## config.mk

```make
export PLATFORM = sky130hd
export DESIGN_NAME = ps2_host_tx
export DESIGN_NICKNAME = d
export VERILOG_FILES = /design/src/rtl/ps2_host_tx.sv
export SDC_FILE = /design/constraint.sdc
export NUM_CORES = 1
export LEC_CHECK = 0
export BUFFER_PORTS_ARGS = -buffer_cell sky130_fd_sc_hd__buf_4
export CORE_UTILIZATION = 55
export CTS_CLUSTER_SIZE = 30
export DETAILED_ROUTE_END_ITERATION = 8
export PLACE_DENSITY_LB_ADDON = 0.2
export RECOVER_POWER = 100
export SLEW_MARGIN = 40
export SYNTH_ARGS = -nofsm -noshare
export SYNTH_HDL_FRONTEND = slang
export SYNTH_SLANG_ARGS = --single-unit
```

## constraint.sdc

```tcl
create_clock -name clk -period 5 [get_ports clk]
set_clock_uncertainty 0.05 [all_clocks]
set_input_delay 1 -clock clk [delete_from_list [all_inputs] [get_ports clk]]
set_output_delay 1 -clock clk [all_outputs]
set_load 0.02 [all_outputs]
```

## src/rtl/ps2_host_tx.sv

```systemverilog
`default_nettype none
// ============================================================================
// Module   : ps2_host_tx
// Brief    : PS/2 host-to-device command transmitter (inhibit, request, 11-bit
//            frame clocked by the device, acknowledge sample, timeout)
// Revision : 1.0 - initial release
// ============================================================================
module ps2_host_tx #(
    parameter int INHIBIT_CYCLES = 5000,
    parameter int TIMEOUT_CYCLES = 750000
) (
    input  logic       clk,
    input  logic       i_rst_n,
    input  logic       i_start,
    input  logic [7:0] i_data,
    input  logic       i_ps2_clk,
    input  logic       i_ps2_data,
    output logic       o_ps2_clk_oe,
    output logic       o_ps2_data_oe,
    output logic       o_ready,
    output logic       o_done,
    output logic       o_err
);

    localparam int              C_MAX      = (TIMEOUT_CYCLES > INHIBIT_CYCLES) ?
                                             TIMEOUT_CYCLES : INHIBIT_CYCLES;
    localparam int              C_CW       = $clog2(C_MAX + 1);
    localparam logic [C_CW-1:0] C_INH_LAST = C_CW'(INHIBIT_CYCLES - 1);
    localparam logic [C_CW-1:0] C_TMO_LAST = C_CW'(TIMEOUT_CYCLES - 1);
    localparam logic [C_CW-1:0] C_ONE      = C_CW'(1);
    localparam logic [5:0]      C_FALL     = 6'b111000;
    localparam logic [3:0]      C_IDX_PAR  = 4'd9;
    localparam logic [3:0]      C_IDX_STOP = 4'd10;

    typedef enum logic [2:0] {
        S_IDLE    = 3'd0,
        S_INHIBIT = 3'd1,
        S_REQ     = 3'd2,
        S_SEND    = 3'd3,
        S_ACK     = 3'd4,
        S_FIN     = 3'd5
    } state_t;

    state_t          state_q, state_d;
    logic [1:0]      clk_sync_q;
    logic [1:0]      data_sync_q;
    logic [5:0]      hist_q;
    logic [C_CW-1:0] cnt_q, cnt_d;
    logic [3:0]      idx_q, idx_d;
    logic [7:0]      byte_q, byte_d;
    logic            par_q, par_d;
    logic            err_q, err_d;
    logic            w_fall;
    logic [10:0]     w_frame;

    // A falling edge only counts after three settled highs then three settled lows.
    assign w_fall  = (hist_q == C_FALL);
    assign w_frame = {1'b1, par_q, byte_q, 1'b0};

    always_ff @(posedge clk or negedge i_rst_n) begin
        if (!i_rst_n) begin
            clk_sync_q  <= 2'b00;
            data_sync_q <= 2'b00;
            hist_q      <= 6'b000000;
        end else begin
            clk_sync_q  <= {clk_sync_q[0], i_ps2_clk};
            data_sync_q <= {data_sync_q[0], i_ps2_data};
            hist_q      <= {hist_q[4:0], clk_sync_q[1]};
        end
    end

    always_ff @(posedge clk or negedge i_rst_n) begin
        if (!i_rst_n) begin
            state_q <= S_IDLE;
            cnt_q   <= '0;
            idx_q   <= 4'd0;
            byte_q  <= 8'h00;
            par_q   <= 1'b0;
            err_q   <= 1'b0;
        end else begin
            state_q <= state_d;
            cnt_q   <= cnt_d;
            idx_q   <= idx_d;
            byte_q  <= byte_d;
            par_q   <= par_d;
            err_q   <= err_d;
        end
    end

    always_comb begin
        state_d       = state_q;
        cnt_d         = cnt_q;
        idx_d         = idx_q;
        byte_d        = byte_q;
        par_d         = par_q;
        err_d         = err_q;
        o_ps2_clk_oe  = 1'b0;
        o_ps2_data_oe = 1'b0;
        o_ready       = 1'b0;
        o_done        = 1'b0;
        o_err         = 1'b0;

        case (state_q)
            S_IDLE: begin
                o_ready = 1'b1;
                if (i_start) begin
                    byte_d  = i_data;
                    par_d   = ~^i_data;
                    cnt_d   = '0;
                    idx_d   = 4'd0;
                    err_d   = 1'b0;
                    state_d = S_INHIBIT;
                end
            end
            S_INHIBIT: begin
                o_ps2_clk_oe = 1'b1;
                if (cnt_q == C_INH_LAST) begin
                    cnt_d   = '0;
                    state_d = S_REQ;
                end else begin
                    cnt_d = cnt_q + C_ONE;
                end
            end
            S_REQ: begin
                o_ps2_clk_oe  = 1'b1;
                o_ps2_data_oe = 1'b1;
                cnt_d         = '0;
                idx_d         = 4'd0;
                state_d       = S_SEND;
            end
            S_SEND: begin
                o_ps2_data_oe = ~w_frame[idx_q];
                cnt_d         = cnt_q + C_ONE;
                if (cnt_q >= C_TMO_LAST) begin
                    err_d   = 1'b1;
                    state_d = S_FIN;
                end else if (w_fall) begin
                    if (idx_q == C_IDX_PAR) begin
                        idx_d   = C_IDX_STOP;
                        state_d = S_ACK;
                    end else begin
                        idx_d = idx_q + 4'd1;
                    end
                end
            end
            S_ACK: begin
                // Stop bit: line released; the ack edge takes priority over timeout.
                cnt_d = cnt_q + C_ONE;
                if (w_fall) begin
                    err_d   = data_sync_q[1];
                    state_d = S_FIN;
                end else if (cnt_q >= C_TMO_LAST) begin
                    err_d   = 1'b1;
                    state_d = S_FIN;
                end
            end
            S_FIN: begin
                o_done  = 1'b1;
                o_err   = err_q;
                state_d = S_IDLE;
            end
            default: begin
                state_d = S_IDLE;
            end
        endcase
    end

endmodule
`default_nettype wire

```

==> results.md, run 1 <==
- The area growth from synthesis to layout is 6.01%.
- After detailed routing, the number of vias per cell comes to 6.11.
- The sum of negative setup slack is 0 ns.
- The cts-stage hold buffer count is 0.
- For the worst-skew pair, the clock arrives at the later sink with an insertion delay of 0.31 ns.
- Across the run, the number of max-cap violations was 1.
- For this run, asynchronously set or reset flops after synthesis account for 1.00.
- The wire-length estimate of the detail-placed layout is 3430 um.
- The area of the die is 4970 um^2.
- Setup repair after global routing left no endpoint under its margin.
- The worst ir drop on vdd is 0.250 mV.
- At the end of the flow, the number of nets in the layout was 280.
- In this run the tightest slew margin relative to its limit is -0.624.
- The power per cell area is 255 nW/um^2.
- The total nets after synthesis is 268.
- The most common flop cell mapped by yosys is sky130_fd_sc_hd__dfrtp_1.
- The aggregate global routing overflow is 0.
- The share of total power dissipated in combinational logic is 0.039.
- The initial cell density of the core is 0.581.
- The final-report setup violation count is 0.
- The count of non-filler cells in the finished layout is 317.
- The clock-pin slew reported for the worst setup and hold paths after clock tree synthesis is 0.10 ns.
- The routed length per placed instance is 15.4 um.
- The via count is 1937.
- The core area is 4440 um^2.
- Entering global routing, the biggest net connects 48 pins.
- The die is 70.5 um wide.
- The actual slew at the worst max-slew pin is 2.44 ns.
- The total I/O pin count is 18.
- In the global route stage, overall resource usage came out at 0.223.
- The total of flip-flops plus latches after synthesis is 47.
- The final layout contains routed wiring with a total length of 4870 um.
- The row count is 24.
- The share of total power dissipated in the clock network is 0.409.
- The internal power of the cells is 548 uW.
- The leakage power is 0.00119 uW.
- The H-tree level count is 2.
- The synthesized area divided by synthesized cell count is 10.2 um^2.
- The final reports fail on design-rule violations, max-capacitance violations, max-slew violations.
- The maximum buffer depth of the clock tree is 2.
- In this run the post-CTS setup repair buffer count came out at 0.
- The delay of the slowest critical-path stage is 1.09 ns.
- The part of the cycle the worst path needs is 0.689.
- The total power of the final layout is 699 uW.
- The wire length of the first global-routing pass is 8670 um.
- The post-synthesis instance area is 2580 um^2.
- The signal on the critical path passes through nor4_1, nand3_1, or4_1, or3_2, a21oi_1, nor2_1.
- The sequential fraction of design power is 0.552.
- The fraction of layout cells with a size suffix above 1 is 0.174.
- The tree is rooted in a sky130_fd_sc_hd__clkbuf_8.
- The final-report hold violation count is 0.
- After detailed placement, the design holds a cell count of 309.
- The height of the die is 70.5 um.
- The count of buffers inserted at the top-level ports is 17.
- Synthesis produced a netlist whose cell count is 252.
- The share of the Yosys chip area taken by registers is 0.455.
- The maximum clock frequency is 290 MHz.
- The number of antenna violations at the first check in global routing is 0.
- Leaving out fill and tap cells, the most frequent cell in the layout is sky130_fd_sc_hd__dfrtp_1.
- STA puts the critical path data required time at 5.08 ns.
- The number of buffers created by CTS is 5.
- The antenna diode instance count is 0.
- In this run, the number of DRC markers left after iteration 0 of detailed routing was 188.
- Summed over all nets, the switching power comes to 151 uW.
- The final antenna-violating net count is 0.
- The count of final max-slew check failures is 48.
- The worst setup path is captured at a flip-flop.
- After synthesis, the netlist uses 52 different library cells.
- The critical-path cell with the highest stage delay is sky130_fd_sc_hd__a21oi_1.
- In this run the worst path has a maximum fanout of 12.
- The first TritonRoute pass finished after 6 iterations.
- The number of warnings printed during yosys synthesis is 0.
- The flow ran to the end, but the final reports show violations.
- After clock tree synthesis, the repair step resized 0 gates.
- The worst hold path belongs to the class reg2reg.
- The sink count of the clock tree is 47.
- The count of flip-flops with a built-in enable after synthesis is 0.
- The worst path arrival time is 3.53 ns.
- The DRC violation count after routing is 4.
- The setup path with the least slack is of type reg2reg.
- The via count of the first global-routing pass is 1856.
- The final critical delay including setup and external delays is 3.44 ns.
- Routability-driven placement finished with a final weighted congestion of 0.907.
- The critical path launch point type is a flip-flop.
- The number of fillers in the final layout is 380.
- In the layout the commonest cells are sky130_fd_sc_hd__dfrtp_1, sky130_fd_sc_hd__xnor2_1, sky130_fd_sc_hd__nor3_1, sky130_fd_sc_hd__nand2_1, sky130_fd_sc_hd__nand3_1.
- At the end of the flow the core is filled with cells to 0.616.
- TritonCTS built the clock tree.
- The switching fraction of total power is 0.216.
==> layout make-up <==
cell class	instances	area [um^2]	share of cell area
clock buffer	5	68.8	0.0251
clock inverter	3	47.5	0.0174
inverter	4	15.0	0.00548
multi-input combinational	189	1260	0.459
sequential	47	1180	0.430
tap	52	65.1	0.0238
timing repair buffer	17	109	0.0398
==> sequential cells by signal, summed over array words and instances (netlist names) <==
| register | count |
|---|---|
| byte_q | 8 |
| clk_sync_q | 2 |
| cnt_q | 20 |
| data_sync_q | 2 |
| err_q | 1 |
| hist_q | 6 |
| idx_q | 4 |
| par_q | 1 |
| state_q | 3 |
==> final timing paths <==
path                                          from               endpoint  slack (ns)  depth (start not counted)
max                           cnt_q[5]$_DFFE_PN0P_  cnt_q[14]$_DFFE_PN0P_        1.56                          6
min                        clk_sync_q[1]$_DFF_PN0_    hist_q[0]$_DFF_PN0_        0.30                          0
max reg2reg                   cnt_q[5]$_DFFE_PN0P_  cnt_q[14]$_DFFE_PN0P_        1.56                          6
min reg2reg                clk_sync_q[1]$_DFF_PN0_    hist_q[0]$_DFF_PN0_        0.30                          0
max in group asynchronous                  i_rst_n  cnt_q[13]$_DFFE_PN0P_        2.13                          1
min in group asynchronous                  i_rst_n   idx_q[3]$_DFFE_PN0P_        1.37                          1
==> metal layers <==
| metal | up-vias | part of all wire | track usage |
|---|---|---|---|
| li1 | 938 | - | - |
| met1 | 948 | 0.48 | 0.311 |
| met2 | 45 | 0.45 | 0.344 |
| met3 | 6 | 0.054 | 0.0577 |
| met4 | 0 | 0.012 | 0.0680 |
| met5 | - | 0 | 0 |
==> worst max-delay path: cells and delay by family (launching register included) <==
kind	cells	cell delay (ns)
flops	1	0.47
compound gates	1	1.09
simple gates	5	1.66
==> power by group through the flow <==
stage	Sequential (uW)	Combinational (uW)	Clock (uW)
2_1_floorplan	393	10.7	0
3_3_place_gp	393	27.6	0
3_5_place_dp	393	28.3	0
4_1_cts	386	28.4	293
5_1_grt	386	31.2	307
6_report	386	27.0	286
==> cell families (layout without fill, tap and decap cells) <==
| family | after synthesis | after routing | share of synthesized area |
|---|---|---|---|
| AOI/OAI and AO/OA | 50 | 50 | 0.139 |
| buffers and inverters | 16 | 29 | 0.0489 |
| DFF | 47 | 47 | 0.455 |
| xor gates and xnor gates | 20 | 20 | 0.0678 |
| muxes | 13 | 13 | 0.0601 |
| adders and majority gates | 3 | 3 | 0.0145 |
| and+or+nand+nor | 103 | 103 | 0.214 |
==> synthesized netlist by cell type, types with 4 or more instances <==
| master | n | area share |
|---|---|---|
| sky130_fd_sc_hd__nor3_1 | 18 | 0.035 |
| sky130_fd_sc_hd__nor2_1 | 13 | 0.019 |
| sky130_fd_sc_hd__mux2_2 | 10 | 0.044 |
| sky130_fd_sc_hd__nand2_1 | 17 | 0.025 |
| sky130_fd_sc_hd__clkbuf_8 | 4 | 0.021 |
| sky130_fd_sc_hd__dfrtp_1 | 47 | 0.46 |
| sky130_fd_sc_hd__inv_1 | 4 | 0.0058 |
| sky130_fd_sc_hd__nand3_1 | 15 | 0.029 |
| sky130_fd_sc_hd__nor2_2 | 10 | 0.024 |
| sky130_fd_sc_hd__a22o_1 | 5 | 0.017 |
| sky130_fd_sc_hd__a21oi_1 | 9 | 0.017 |
| sky130_fd_sc_hd__o21ai_0 | 11 | 0.021 |
| sky130_fd_sc_hd__clkbuf_1 | 4 | 0.0058 |
| sky130_fd_sc_hd__and3_1 | 5 | 0.012 |
| sky130_fd_sc_hd__a31oi_1 | 5 | 0.012 |
| sky130_fd_sc_hd__xnor2_1 | 18 | 0.061 |
==> stage by stage <==
stage | area [um^2] | hold slack (ns) | worst slack [ns]
final | 2740 | 0.305 | 1.56
after global routing | 2740 | 0.326 | 1.32
after CTS | 2780 | 0.306 | 2.01
after detailed placement | 2660 | 0.285 | 2.36
after global placement | 2660 | 0.284 | 2.41
after floorplan | 2580 | 0.281 | 2.27
No activity file was read; power rests on OpenSTA's default activity.
==> inputs of run 2 (changes only) <==
==> constraint.sdc (replaced) <==
create_clock -name clk -period 3.45 [get_ports clk]
set_clock_uncertainty 0.05 [all_clocks]
set_input_delay 0.69 -clock clk [delete_from_list [all_inputs] [get_ports clk]]
set_output_delay 0.69 -clock clk [all_outputs]
set_load 0.02 [all_outputs]
==> results.md, run 2 (synthesis results as in run 1) <==
- The placement-stage cell area is 2660 um^2.
- cnt_q holds more flip-flops than any other register.
- Setup repair after global routing left no endpoint under its margin.
- The critical path launch point type is a flip-flop.
- After the last flow step, the layout net total stands at 280.
- Of the total power, the share spent switching nets is 0.227.
- After floorplanning, the core was divided into 24 placement rows.
- The global routing usage on met3 is 0.0447.
- The final critical delay including setup and external delays is 2.83 ns.
- The core area is 4440 um^2.
- The final-report hold violation count is 0.
- The met1 track demand over resource in global routing is 0.314.
- The routed length per placed instance is 15.2 um.
- The actual slew at the worst max-slew pin is 2.39 ns.
- The area growth from synthesis to layout is 4.89%.
- For this run, global-route usage on met2 was measured as 0.329.
- Counting the buffers created by CTS gives 5.
- The DRC violation count after routing is 4.
- The final-report setup violation count is 0.
- The maximum buffer depth of the clock tree is 2.
- The floorplan step defined a die boundary enclosing 4970 um^2.
- The share of total power dissipated in the clock network is 0.359.
- The final design instance area without fill is 2710 um^2.
- Static timing analysis puts the maximum clock frequency at 354 MHz.
- The total power of the final layout is 931 uW.
- The total I/O pin count is 18.
- For the final routed database, the setup TNS stands at 0 ns.
- Input and output buffers added on the ports amount to 17.
- The worst path arrival time is 2.09 ns.
- In the final layout, the share of cells above drive strength 1 is 0.170.
- The library cells used most frequently in the layout, excluding fill and tap cells, are sky130_fd_sc_hd__dfrtp_1, sky130_fd_sc_hd__xnor2_1, sky130_fd_sc_hd__nor3_1, sky130_fd_sc_hd__nand2_1, sky130_fd_sc_hd__nand3_1.
- The number of setup buffers added after CTS is 0.
- The first detailed-routing pass ran for 6 iterations.
- The height of the die is 70.5 um.
- The checks that failed: design-rule violations, max-capacitance violations, max-slew violations.
- The number of instances on the worst hold path is 0.
- The clock drives 47 sinks.
- The H-tree level count is 2.
- The flow ran to the end, but the final reports show violations.
- Clock latency on the worst-skew pair, taken at its later pin, is 0.30 ns.
- Measured on the finished design, the core utilization comes to 0.610.
- The part of the cycle the worst path needs is 0.820.
- The number of antenna violations at the first check in global routing is 0.
- Clock tree synthesis selected as its root buffer the cell sky130_fd_sc_hd__clkbuf_8.
- The final antenna-violating net count is 0.
- The worst-case IR drop observed on VDD is 0.310 mV.
- The worst setup path category is reg2out.
- The share of total power dissipated in sequential elements is 0.600.
- The largest registers in the layout are cnt_q (20), byte_q (8), hist_q (6).
- Along the worst path, the maximum fanout reaches 10.
- The leakage power is 0.00118 uW.
- The register with the most flip-flops in the layout has 20 of them.
- The maximum number of pins on one net before global-route repair is 48.
- The count of final max-slew check failures was 48.
- TritonCTS built the clock tree.
- The wire length of the first global-routing pass is 8490 um.
- After detailed routing, the number of vias per cell comes to 5.99.
- Hold repair after CTS inserted 0 buffers.
- The placer congestion estimate is 0.831.
- For this configuration, the core starts out at a cell density of 0.581.
- The kind of end point of the critical path is a primary output.
- The routed layout has 1900 vias.
- In this run the tightest slew margin relative to its limit is -0.594.
- The count of max-cap constraint violations is 1.
- After clock tree synthesis, the repair step resized 0 gates.
- In this run the power density over the cells is 344 nW/um^2.
- The clock-pin slew reported for the worst setup and hold paths after clock tree synthesis is 0.09 ns.
- The number of fillers in the final layout is 377.
- The portion of total power attributed to combinational logic is 0.041.
- The worst reg2reg path depth is 5.
- The peak-usage layer in the global routing report is met2.
- Summed over all layers, the routed wires come to 4810 um.
- The DRC marker count from the first detailed-route iteration is 234.
- The required time of the critical path is 2.71 ns.
- Detailed placement ended at an HPWL of 3400 um.
- Across every metal layer, demand over resource in global routing totals 0.217.
- The via count of the first global-routing pass is 1764.
- The internal power of the cells is 720 uW.
- The analysis attributes to net switching a power of 212 uW.
- The number of antenna diodes in the final layout is 0.
- The aggregate global routing overflow is 0.
- Leaving out fill and tap cells, the most frequent cell in the layout is sky130_fd_sc_hd__dfrtp_1.
- In this run the worst hold path is classified as reg2reg.
- Measured along the x axis, the die boundary spans 70.5 um.
## run 2: layout make-up
class	instances	area (um^2)	share of cell area
Multi-Input combinational cell	189	1250	0.462
Timing Repair Buffer	17	109	0.0402
Inverter	4	15.0	0.00554
Tap cell	52	65.1	0.0240
Clock buffer	5	68.8	0.0254
Sequential cell	47	1180	0.434
Clock inverter	3	22.5	0.00831
## run 2: path summary, 6_finish.rpt
path	from	endpoint	slack [ns]
max	idx_q[0]$_DFFE_PN0P_	o_ps2_data_oe	0.62
min	clk_sync_q[1]$_DFF_PN0_	hist_q[0]$_DFF_PN0_	0.32
max reg2reg	cnt_q[6]$_DFFE_PN0P_	cnt_q[14]$_DFFE_PN0P_	0.66
min reg2reg	clk_sync_q[1]$_DFF_PN0_	hist_q[0]$_DFF_PN0_	0.32
max in group asynchronous	i_rst_n	cnt_q[12]$_DFFE_PN0P_	0.93
min in group asynchronous	i_rst_n	idx_q[1]$_DFFE_PN0P_	1.06
## run 2: metrics by stage
| step | hold slack [ns] | std cells | setup WS (ns) |
|---|---|---|---|
| after floorplan | 0.281 | 252 | 1.02 |
| after global placement | 0.284 | 309 | 0.974 |
| after detailed placement | 0.295 | 309 | 0.926 |
| after CTS | 0.316 | 317 | 0.679 |
| after global routing | 0.338 | 317 | 0.367 |
| final | 0.316 | 317 | 0.622 |
## run 2: routing by layer
metal  wire length [um]  vias to the layer above  part of all wire
met5                  0                        -                 0
met4                 59                        0             0.012
met3                225                        6             0.047
met2               2140                       56              0.45
met1               2380                      900              0.50
li1                   -                      938                 -
## run 2: power groups by stage
| stage | logic (uW) | registers [uW] | clock network [uW] |
|---|---|---|---|
| 2_1_floorplan | 15.6 | 569 | 0 |
| 3_3_place_gp | 40.4 | 570 | 0 |
| 3_5_place_dp | 40.5 | 570 | 0 |
| 4_1_cts | 40.7 | 559 | 349 |
| 5_1_grt | 43.5 | 560 | 370 |
| 6_report | 38.5 | 559 | 334 |
## run 2: worst max-delay path: stages (launching register included)
cell and delay [ns]:
sky130_fd_sc_hd__dfrtp_1 0.58, sky130_fd_sc_hd__mux4_2 0.57, sky130_fd_sc_hd__nand3b_1 0.09, sky130_fd_sc_hd__o21ai_0 0.11, sky130_fd_sc_hd__a21oi_1 0.19, sky130_fd_sc_hd__clkbuf_1 0.25
